**config.mk**
```make
export PLATFORM = sky130hd
export DESIGN_NAME = ql_ser_tx
export DESIGN_NICKNAME = d
export VERILOG_FILES = /design/src/rtl/ql_ser_tx.sv
export SDC_FILE = /design/constraint.sdc
export NUM_CORES = 1
export LEC_CHECK = 0
export ABC_AREA = 1
export CAP_MARGIN = 5
export CELL_PAD_IN_SITES_DETAIL_PLACEMENT = 1
export CELL_PAD_IN_SITES_GLOBAL_PLACEMENT = 1
export CORE_MARGIN = 5
export CORE_UTILIZATION = 40
export DETAILED_ROUTE_END_ITERATION = 7
export PLACE_DENSITY = 0.79
export SLEW_MARGIN = 10
export SYNTH_ARGS = -nofsm -noshare
export SYNTH_HDL_FRONTEND = slang
export SYNTH_SLANG_ARGS = --single-unit
```
**constraint.sdc**
```tcl
create_clock -name clk_sys -period 2.35 [get_ports clk_sys]
set_input_delay 0.3525 -clock clk_sys [delete_from_list [all_inputs] [get_ports clk_sys]]
set_output_delay 0.3525 -clock clk_sys [all_outputs]
set_load 0.02 [all_outputs]
```
**src/rtl/ql_ser_tx.sv**
```systemverilog
// ql_ser_tx: QL-style serial transmitter for the ZX8302 SER1/SER2 transmit path.
// Frame format is 1 start bit, 8 data bits LSB first, then 1 or 2 stop bits.
// A one-byte holding register sits in front of the shifter. The sticky ovr flag
// records writes that arrive while the holding register is full. The cts input
// gates frame starts, and brk forces the line low without disturbing the frame machine.
module ql_ser_tx #(
  parameter int unsigned CLK_HZ = 21000000,
  parameter int unsigned STOP2  = 1
) (
  input  logic       clk_sys,
  input  logic       RESET,
  input  logic       wr,
  input  logic [7:0] din,
  input  logic [2:0] baud_sel,
  input  logic       cts,
  input  logic       brk,
  output logic       txd,
  output logic       hold_empty,
  output logic       busy,
  output logic       ovr
);

  function automatic int unsigned div_of(input int unsigned sel);
    int unsigned baud;
    case (sel)
      0:       baud = 19200;
      1:       baud = 9600;
      2:       baud = 4800;
      3:       baud = 2400;
      4:       baud = 1200;
      5:       baud = 600;
      6:       baud = 300;
      default: baud = 75;
    endcase
    return (CLK_HZ + baud / 2) / baud;
  endfunction

  // The slowest rate sets the timer width. The table holds DIV-1 because the
  // timer reloads with DIV-1 and counts down to 0.
  localparam int TW = $clog2(div_of(7));
  localparam logic [TW-1:0] DIVM1 [8] = '{
    TW'(div_of(0) - 1), TW'(div_of(1) - 1), TW'(div_of(2) - 1), TW'(div_of(3) - 1),
    TW'(div_of(4) - 1), TW'(div_of(5) - 1), TW'(div_of(6) - 1), TW'(div_of(7) - 1)
  };

  localparam logic [1:0] S_IDLE  = 2'd0;
  localparam logic [1:0] S_START = 2'd1;
  localparam logic [1:0] S_DATA  = 2'd2;
  localparam logic [1:0] S_STOP  = 2'd3;

  logic [1:0]    state_q, state_d;
  logic [TW-1:0] timer_q, timer_d;
  logic [TW-1:0] divm1_q, divm1_d;
  logic [2:0]    bitcnt_q, bitcnt_d;
  logic [7:0]    shift_q, shift_d;
  logic [7:0]    hold_q, hold_d;
  logic          hold_empty_q, hold_empty_d;
  logic          ovr_q, ovr_d;
  logic          stop2_q, stop2_d;
  logic          line_q, line_d;
  logic          txd_q, txd_d;
  logic          start;
  logic          tmr_zero;

  assign tmr_zero = (timer_q == '0);

  // Frame machine, holding register and output line next-state logic.
  always_comb begin
    state_d      = state_q;
    timer_d      = timer_q;
    divm1_d      = divm1_q;
    bitcnt_d     = bitcnt_q;
    shift_d      = shift_q;
    hold_d       = hold_q;
    hold_empty_d = hold_empty_q;
    ovr_d        = ovr_q;
    stop2_d      = stop2_q;
    line_d       = line_q;
    start        = 1'b0;

    case (state_q)
      S_IDLE: begin
        line_d = 1'b1;
        if (!hold_empty_q && cts && !brk) begin
          start   = 1'b1;
          shift_d = hold_q;
          divm1_d = DIVM1[baud_sel];
          timer_d = DIVM1[baud_sel];
          line_d  = 1'b0;
          state_d = S_START;
        end
      end
      S_START: begin
        if (tmr_zero) begin
          line_d   = shift_q[0];
          bitcnt_d = 3'd0;
          timer_d  = divm1_q;
          state_d  = S_DATA;
        end else begin
          timer_d = timer_q - TW'(1);
        end
      end
      S_DATA: begin
        if (tmr_zero) begin
          timer_d = divm1_q;
          if (bitcnt_q != 3'd7) begin
            shift_d  = {1'b0, shift_q[7:1]};
            line_d   = shift_q[1];
            bitcnt_d = bitcnt_q + 3'd1;
          end else begin
            line_d  = 1'b1;
            stop2_d = 1'b0;
            state_d = S_STOP;
          end
        end else begin
          timer_d = timer_q - TW'(1);
        end
      end
      default: begin
        // The second stop bit reuses the same timer reload.
        if (tmr_zero) begin
          if (STOP2 != 0 && !stop2_q) begin
            stop2_d = 1'b1;
            timer_d = divm1_q;
          end else begin
            state_d = S_IDLE;
          end
        end else begin
          timer_d = timer_q - TW'(1);
        end
      end
    endcase

    // When a write coincides with a transfer, the shifter takes the old byte
    // and the new byte lands in the freed holding register.
    if (wr) begin
      if (hold_empty_q || start) begin
        hold_d       = din;
        hold_empty_d = 1'b0;
      end else begin
        ovr_d = 1'b1;
      end
    end else if (start) begin
      hold_empty_d = 1'b1;
    end

    txd_d = brk ? 1'b0 : line_d;
  end

  // State registers with synchronous, active-high reset.
  always_ff @(posedge clk_sys) begin
    if (RESET) begin
      state_q      <= S_IDLE;
      timer_q      <= '0;
      divm1_q      <= '0;
      bitcnt_q     <= 3'd0;
      shift_q      <= 8'd0;
      hold_q       <= 8'd0;
      hold_empty_q <= 1'b1;
      ovr_q        <= 1'b0;
      stop2_q      <= 1'b0;
      line_q       <= 1'b1;
      txd_q        <= 1'b1;
    end else begin
      state_q      <= state_d;
      timer_q      <= timer_d;
      divm1_q      <= divm1_d;
      bitcnt_q     <= bitcnt_d;
      shift_q      <= shift_d;
      hold_q       <= hold_d;
      hold_empty_q <= hold_empty_d;
      ovr_q        <= ovr_d;
      stop2_q      <= stop2_d;
      line_q       <= line_d;
      txd_q        <= txd_d;
    end
  end

  assign txd        = txd_q;
  assign hold_empty = hold_empty_q;
  assign busy       = (state_q != S_IDLE);
  assign ovr        = ovr_q;

endmodule

```
==> flow_summary_export.csv, run 1 <==
group,metric,value,unit
yosys,synth_edf_count,0,
yosys,yosysUniqueCellTypes,38,
routing,drc_errors,0,
sta,setup_viol,0,
clock_network,max-clock-path-buffers,2,
clock_network,cts-resized-gates,0,
sta,drv_slew,0,
sta,fmax,0.454,GHz
yosys,syn_inst,570,
routing,wl_per_cell,15.3,µm
sta,setup_tns,0,ns
worst_setup_path,r2r_slack,0.28,ns
yosys,syn_nets,601,
die,io_pins,20,
placed_design,dp_hpwl,7790,µm
placed_design,placed_area,4000,µm²
worst_setup_path,cp_slowest_stage_delay,0.64,ns
routing,finalWirelength,10800,µm
cells_and_area,layout_commonest_cell,"nand2_1",
power,leakage,1.98,nW
power,pwr-share-seq,0.248,
cells_and_area,regArea,1240,µm²
clock_network,cts_tree,"yes",
grt,grt.total_usage,0.200,
cells_and_area,diodes,0,
placed_design,place_congestion,0.850,
clock_network,clk_pin_slew_worst_paths,0.08,ns
worst_setup_path,path_cells,"inv_1 > ha_1 > inv_2 > clkdlybuf4s50_1",
die,coreArea,9150,µm²
routing,vias,3657,
yosys,synth_area,3720,µm²
die,start_util,0.406,
sta,tightestPinTransition,0.473,ns
power,vdd_drop_max,0.506,mV
grt,grt_pass1_vias,3787,
sta,finalCriticalPeriod,2.20,ns
sta,rsz0062_at_grt,"no",
clock_network,cts_root_buffer,"clkbuf_8",
clock_network,cts_max_level,3,
worst_hold_path,hold_depth,2,
clock_network,clock_latency,0.35,ns
worst_hold_path,holdCritStartpoint,"hold_q[4]$_SDFFE_PP0P_",
cells_and_area,design_area,4250,µm²
worst_setup_path,critPathCaptureType,"primary output",
cells_and_area,fill_cells,1205,
die,rows,35,
die,die_width,106,µm
worst_setup_path,r2r_end,"hold_q[0]$_SDFFE_PP0P_",
die,die_area,11300,µm²
worst_setup_path,r2r_cells,11,
power,swShare,0.486,
worst_hold_path,holdPathEnd,"hold_q[4]$_SDFFE_PP0P_",
die,die_h,106,µm
cells_and_area,syn2layout_area_growth,14.3,%
cells_and_area,stdcell_count,705,
yosys,yosysSeqAreaShare,0.334,
yosys,ys_warn_count,0,
worst_setup_path,critPathBufInv,3,
power,power_frac_clock,0.209,
grt,grt-ovfl-total,0,
power,p_sw,2.85,mW
placed_design,port-buffer-count,19,
power,internal-power,3.01,mW
cells_and_area,layout-drive-gt1-share,0.101,
cells_and_area,multi_input_area,2130,µm²
routing,first_pass_iters,7,
clock_network,clkSinkCount,62,
worst_setup_path,cp.arrival,1.85,ns
cells_and_area,fin_nets,620,
worst_setup_path,slowest_stage,"clkdlybuf4s50_1",
sta,period_share,0.938,
worst_hold_path,hold_path_class,"flop to flop",
worst_setup_path,cp_top_family,"buffers and inverters",
grt,grt_antenna_before_repair,0,
yosys,synth-async-reset-ratio,0,
worst_setup_path,reg2reg_from,"state_q[0]$_SDFFE_PP0P_",
power,combPwrFrac,0.544,
clock_network,cts_hold_buffers,0,
worst_setup_path,startpoint,"state_q[0]$_SDFFE_PP0P_",
power,p_per_area,1380,nW/µm²
worst_setup_path,worst-path-max-fanout,7,
grt,grt_max_degree,32,
sta,hold_violations,0,
worst_setup_path,worstPathRequired,2.00,ns
cells_and_area,final_cell_mix,"nand2_1 (172), nor2_1 (91), dfxtp_1 (62)",
yosys,synth_ff_type,"dfxtp_1",
sta,skew,0.00984,ns
worst_setup_path,start_kind,"flop",
routing,ant_nets,0,
yosys,syn_area_per_cell,6.52,µm²
routing,vias_per_cell,5.19,
outcome,outcome,"finished clean",
grt,grt_first_pass_wirelength,18300,µm
sta,holdWs,0.450,ns
sta,relSlewSlack,0.682,
placed_design,placed_cells_incl_taps,689,
routing,drt-initial-drc-count,195,
clock_network,cts_made_buffers,9,
job,drv_cap,0,
worst_setup_path,crit_type,"flop to primary output",
yosys,ys_ff_latch,62,
clock_network,postCtsSetupBuffers,0,
-- worst max-delay path by stage --
stage	endpoint	slack, ns	cells after the start
global placement	timer_q[1]$_SDFFE_PP0P_	0.29	8
detailed placement	state_q[1]$_SDFFE_PP0P_	0.20	12
finish	busy	0.15	4
global route	hold_q[0]$_SDFFE_PP0P_	0.07	11
floorplan	shift_q[3]$_SDFFE_PP0P_	0.76	8
CTS	busy	0.008	4
-- area by class of cell --
class                   count  share of cell area
repair buffers             32              0.0707
flip-flops and latches     62               0.292
clock inverters             7              0.0300
multi-input cells         434               0.501
inverters                  50              0.0442
well taps                 111              0.0327
clock buffers               9              0.0292
-- cell families (layout without fill, tap and decap cells) --
group           Yosys count  count (layout)  share of synthesized area
compound gates           72              72                      0.107
simple gates            340             340                      0.399
mux                       1               1                    0.00269
flops                    62              62                      0.334
buf+inv                  74              98                     0.0929
xor+xnor                  6               6                     0.0141
fa+ha+maj                15              15                     0.0505
-- sequential cells by signal (all words and copies together), names as in the netlist --
name        cells
line_q          1
timer_q        19
stop2_q         1
state_q         2
hold_empty      1
ovr             1
txd             1
divm1_q        17
shift_q         8
hold_q          8
bitcnt_q        3
-- cell usage after synthesis, types with 6 or more instances --
cell type | instances | area share
ha_1 | 15 | 0.051
xor2_1 | 6 | 0.014
nor2_1 | 91 | 0.092
o21ai_0 | 34 | 0.046
inv_1 | 47 | 0.047
buf_2 | 7 | 0.0094
nand2_1 | 172 | 0.17
nor2_2 | 11 | 0.019
nand4_1 | 12 | 0.020
nand3_1 | 36 | 0.048
a21oi_1 | 27 | 0.036
dfxtp_1 | 62 | 0.33
clkbuf_1 | 9 | 0.0091
-- power groups by stage --
stage          Sequential, mW  Combinational [mW]  Clock (mW)
6_report                 1.45                3.19        1.22
5_1_grt                  1.48                3.57        1.28
4_1_cts                  1.45                3.19        1.24
3_5_place_dp             1.47                3.13           0
3_3_place_gp             1.46                3.05           0
2_1_floorplan            1.43                2.41           0
-- worst register-to-register path: stages (launching register included) --
cell,delay (ns)
dfxtp_1,0.37
inv_1,0.09
ha_1,0.23
buf_4,0.23
nand3_1,0.16
inv_1,0.07
nor2_1,0.16
inv_1,0.06
nand2_1,0.29
inv_1,0.13
nor2_1,0.12
nor2_1,0.05
-- per-stage QoR --
stage / power, mW / utilization / setup WS [ns]
after floorplan: 3.83 / - / 0.760
after global placement: 4.51 / 0.437 / 0.292
after detailed placement: 4.60 / 0.437 / 0.204
after CTS: 5.87 / 0.464 / 0.00848
after global routing: 6.32 / 0.464 / 0.0666
final: 5.86 / 0.464 / 0.146
-- per-layer routing --
| layer | global-route usage | vias up | share of wire | routed length (µm) |
|---|---|---|---|---|
| met5 | 0 | - | 0 | 0 |
| met4 | 0.0537 | 0 | 0.015 | 157 |
| met3 | 0.0267 | 12 | 0.026 | 282 |
| met2 | 0.339 | 44 | 0.46 | 5000 |
| met1 | 0.265 | 1751 | 0.50 | 5370 |
| li1 | - | 1850 | - | - |
Note: power is estimated with default switching activity, not from simulation.
==> run 2: changes to the inputs <==
--- a/config.mk
+++ b/config.mk
@@ -10,9 +10,9 @@
 export CELL_PAD_IN_SITES_DETAIL_PLACEMENT = 1
 export CELL_PAD_IN_SITES_GLOBAL_PLACEMENT = 1
 export CORE_MARGIN = 5
-export CORE_UTILIZATION = 40
+export CORE_UTILIZATION = 39
 export DETAILED_ROUTE_END_ITERATION = 7
-export PLACE_DENSITY = 0.79
+export PLACE_DENSITY = 0.8
 export SLEW_MARGIN = 10
 export SYNTH_ARGS = -nofsm -noshare
 export SYNTH_HDL_FRONTEND = slang
==> constraint.sdc (replaced) <==
create_clock -name clk_sys -period 1.85 [get_ports clk_sys]
set_input_delay 0.2775 -clock clk_sys [delete_from_list [all_inputs] [get_ports clk_sys]]
set_output_delay 0.2775 -clock clk_sys [all_outputs]
set_load 0.02 [all_outputs]
==> run 2 against run 1 <==
Against the previous run:
- wire length increased by 11%
- combinational power increased by 53%
- final area is 8.0% higher
- die area is 2.3% higher
- core utilization up 3.0 points
- clock skew up 0.013 ns
- critical path depth unchanged
- flip-flop and latch count did not move
- via count grew 5.7%
- total power grew 34%
- global-route usage grew 0.69 points
==> flow_summary_export.csv, run 2 (same netlist as run 1, synthesis figures left out) <==
group,metric,value,unit
outcome,outcome,"finished clean",
clock_network,clk_pin_slew_worst_paths,0.10,ns
routing,wl_per_cell,15.7,µm
sta,skew,0.0226,ns
sta,setup_viol,0,
cells_and_area,layout_commonest_cell,"nand2_1",
job,drv_cap,0,
routing,drt-initial-drc-count,164,
clock_network,max-clock-path-buffers,2,
clock_network,cts_max_level,3,
worst_setup_path,cp.arrival,1.53,ns
clock_network,clkSinkCount,62,
worst_setup_path,worstPathRequired,1.57,ns
die,die_h,108,µm
sta,drv_slew,0,
routing,ant_nets,0,
die,rows,35,
worst_hold_path,hold_path_class,"flop to flop",
worst_setup_path,start_kind,"flop",
worst_setup_path,r2r_slack,0.08,ns
worst_setup_path,reg2reg_from,"state_q[0]$_SDFFE_PP0P_",
worst_hold_path,holdCritStartpoint,"hold_q[4]$_SDFFE_PP0P_",
die,die_width,108,µm
sta,holdWs,0.458,ns
worst_hold_path,holdPathEnd,"hold_q[4]$_SDFFE_PP0P_",
placed_design,placed_cells_incl_taps,738,
sta,fin_ws,0.0409,ns
cells_and_area,stdcell_count,759,
routing,first_pass_iters,4,
worst_setup_path,critPathCaptureType,"primary output",
grt,grt_first_pass_wirelength,19100,µm
routing,finalWirelength,12000,µm
placed_design,place_congestion,0.873,
cells_and_area,final_cell_mix,"nand2_1 (169), nor2_1 (88), dfxtp_1 (61)",
sta,finalCriticalPeriod,1.81,ns
sta,tightestPinTransition,0.386,ns
cells_and_area,diodes,0,
die,io_pins,20,
placed_design,pre_cts_ws,-0.102,ns
grt,grt_max_degree,43,
placed_design,dp_hpwl,8510,µm
sta,period_share,0.978,
sta,hold_violations,0,
cells_and_area,layout-drive-gt1-share,0.176,
cells_and_area,largest-register,"timer_q",
cells_and_area,fin_nets,656,
grt,grt_pass1_vias,3933,
placed_design,placed_area,4280,µm²
power,p_per_area,1720,nW/µm²
clock_network,cts_made_buffers,9,
worst_setup_path,crit_type,"flop to primary output",
sta,fmax,0.553,GHz
worst_setup_path,r2r_cells,9,
die,die_area,11600,µm²
clock_network,cts_root_buffer,"clkbuf_8",
grt,grt-ovfl-total,0,
worst_setup_path,worst-path-max-fanout,6,
routing,drc_errors,0,
power,leakage,2.14,nW
clock_network,cts_tree,"yes",
routing,vias_per_cell,5.09,
die,start_util,0.400,
cells_and_area,largest_reg_flops,19,
grt,grt.total_usage,0.206,
sta,relSlewSlack,0.741,
worst_hold_path,hold_depth,2,
cells_and_area,top_regs,"timer_q (19), divm1_q (17)",
die,coreArea,9280,µm²
routing,vias,3866,
worst_setup_path,r2r_end,"bitcnt_q[2]$_SDFFE_PP0P_",
clock_network,clock_latency,0.37,ns
cells_and_area,design_area,4590,µm²
power,vdd_drop_max,0.508,mV
placed_design,port-buffer-count,19,
grt,grt_antenna_before_repair,0,
cells_and_area,syn2layout_area_growth,23.5,%
-- run 2: report_power, final --
part / internal (mW) / total (mW) / switching [mW]
logic: 1.81 / 4.88 / 3.06
clock network: 0.504 / 1.16 / 0.654
registers: 1.61 / 1.84 / 0.232
-- run 2: cell type report --
| cell class | instances | area [µm²] |
|---|---|---|
| Tap cell | 129 | 161 |
| Timing Repair Buffer | 67 | 613 |
| Clock buffer | 9 | 124 |
| Clock inverter | 7 | 55.1 |
| Inverter | 50 | 188 |
| Multi-Input combinational cell | 435 | 2210 |
| Sequential cell | 62 | 1240 |
| Fill cell | 1265 | 4690 |
-- run 2: critical path: stages (launching register included) --
cell and delay [ns]:
dfxtp_1 0.35, inv_1 0.07, ha_1 0.23, inv_2 0.18, clkdlybuf4s15_1 0.34
-- run 2: worst max path at each step --
stage,from,endpoint,cells after the start
after floorplan,bitcnt_q[0]$_SDFFE_PP0P_,shift_q[3]$_SDFFE_PP0P_,8
after global placement,brk,hold_q[2]$_SDFFE_PP0P_,10
after detailed placement,brk,hold_q[2]$_SDFFE_PP0P_,10
after CTS,timer_q[1]$_SDFFE_PP0P_,shift_q[4]$_SDFFE_PP0P_,10
after global routing,state_q[0]$_SDFFE_PP0P_,divm1_q[10]$_SDFFE_PP0P_,8
final,state_q[0]$_SDFFE_PP0P_,busy,4
-- run 2: what timing repair did --
action                                  CTS  global route
resized for setup                         6            21
hold buffers                              0             0
gates cloned                              0             3
endpoints found under the setup margin   17            39
setup buffers                             0             2
pin swaps                                 0             3
-- run 2: per-stage QoR --
stage,TNS [ns],power (mW),utilization
global placement,0,6.09,0.461
finish,0,7.87,0.494
floorplan,0,4.87,-
detailed placement,-0.667,6.27,0.461
CTS,0,7.50,0.481
global route,-0.446,8.48,0.494
-- run 2: metal layers --
metal | GRT usage | share of wire | vias up | wire (µm)
met1 | 0.260 | 0.46 | 1859 | 5540
li1 | - | - | 1930 | -
met2 | 0.361 | 0.49 | 53 | 5910
met4 | 0.0739 | 0.023 | 0 | 270
met5 | 0 | 0 | - | 0
met3 | 0.0240 | 0.019 | 24 | 226
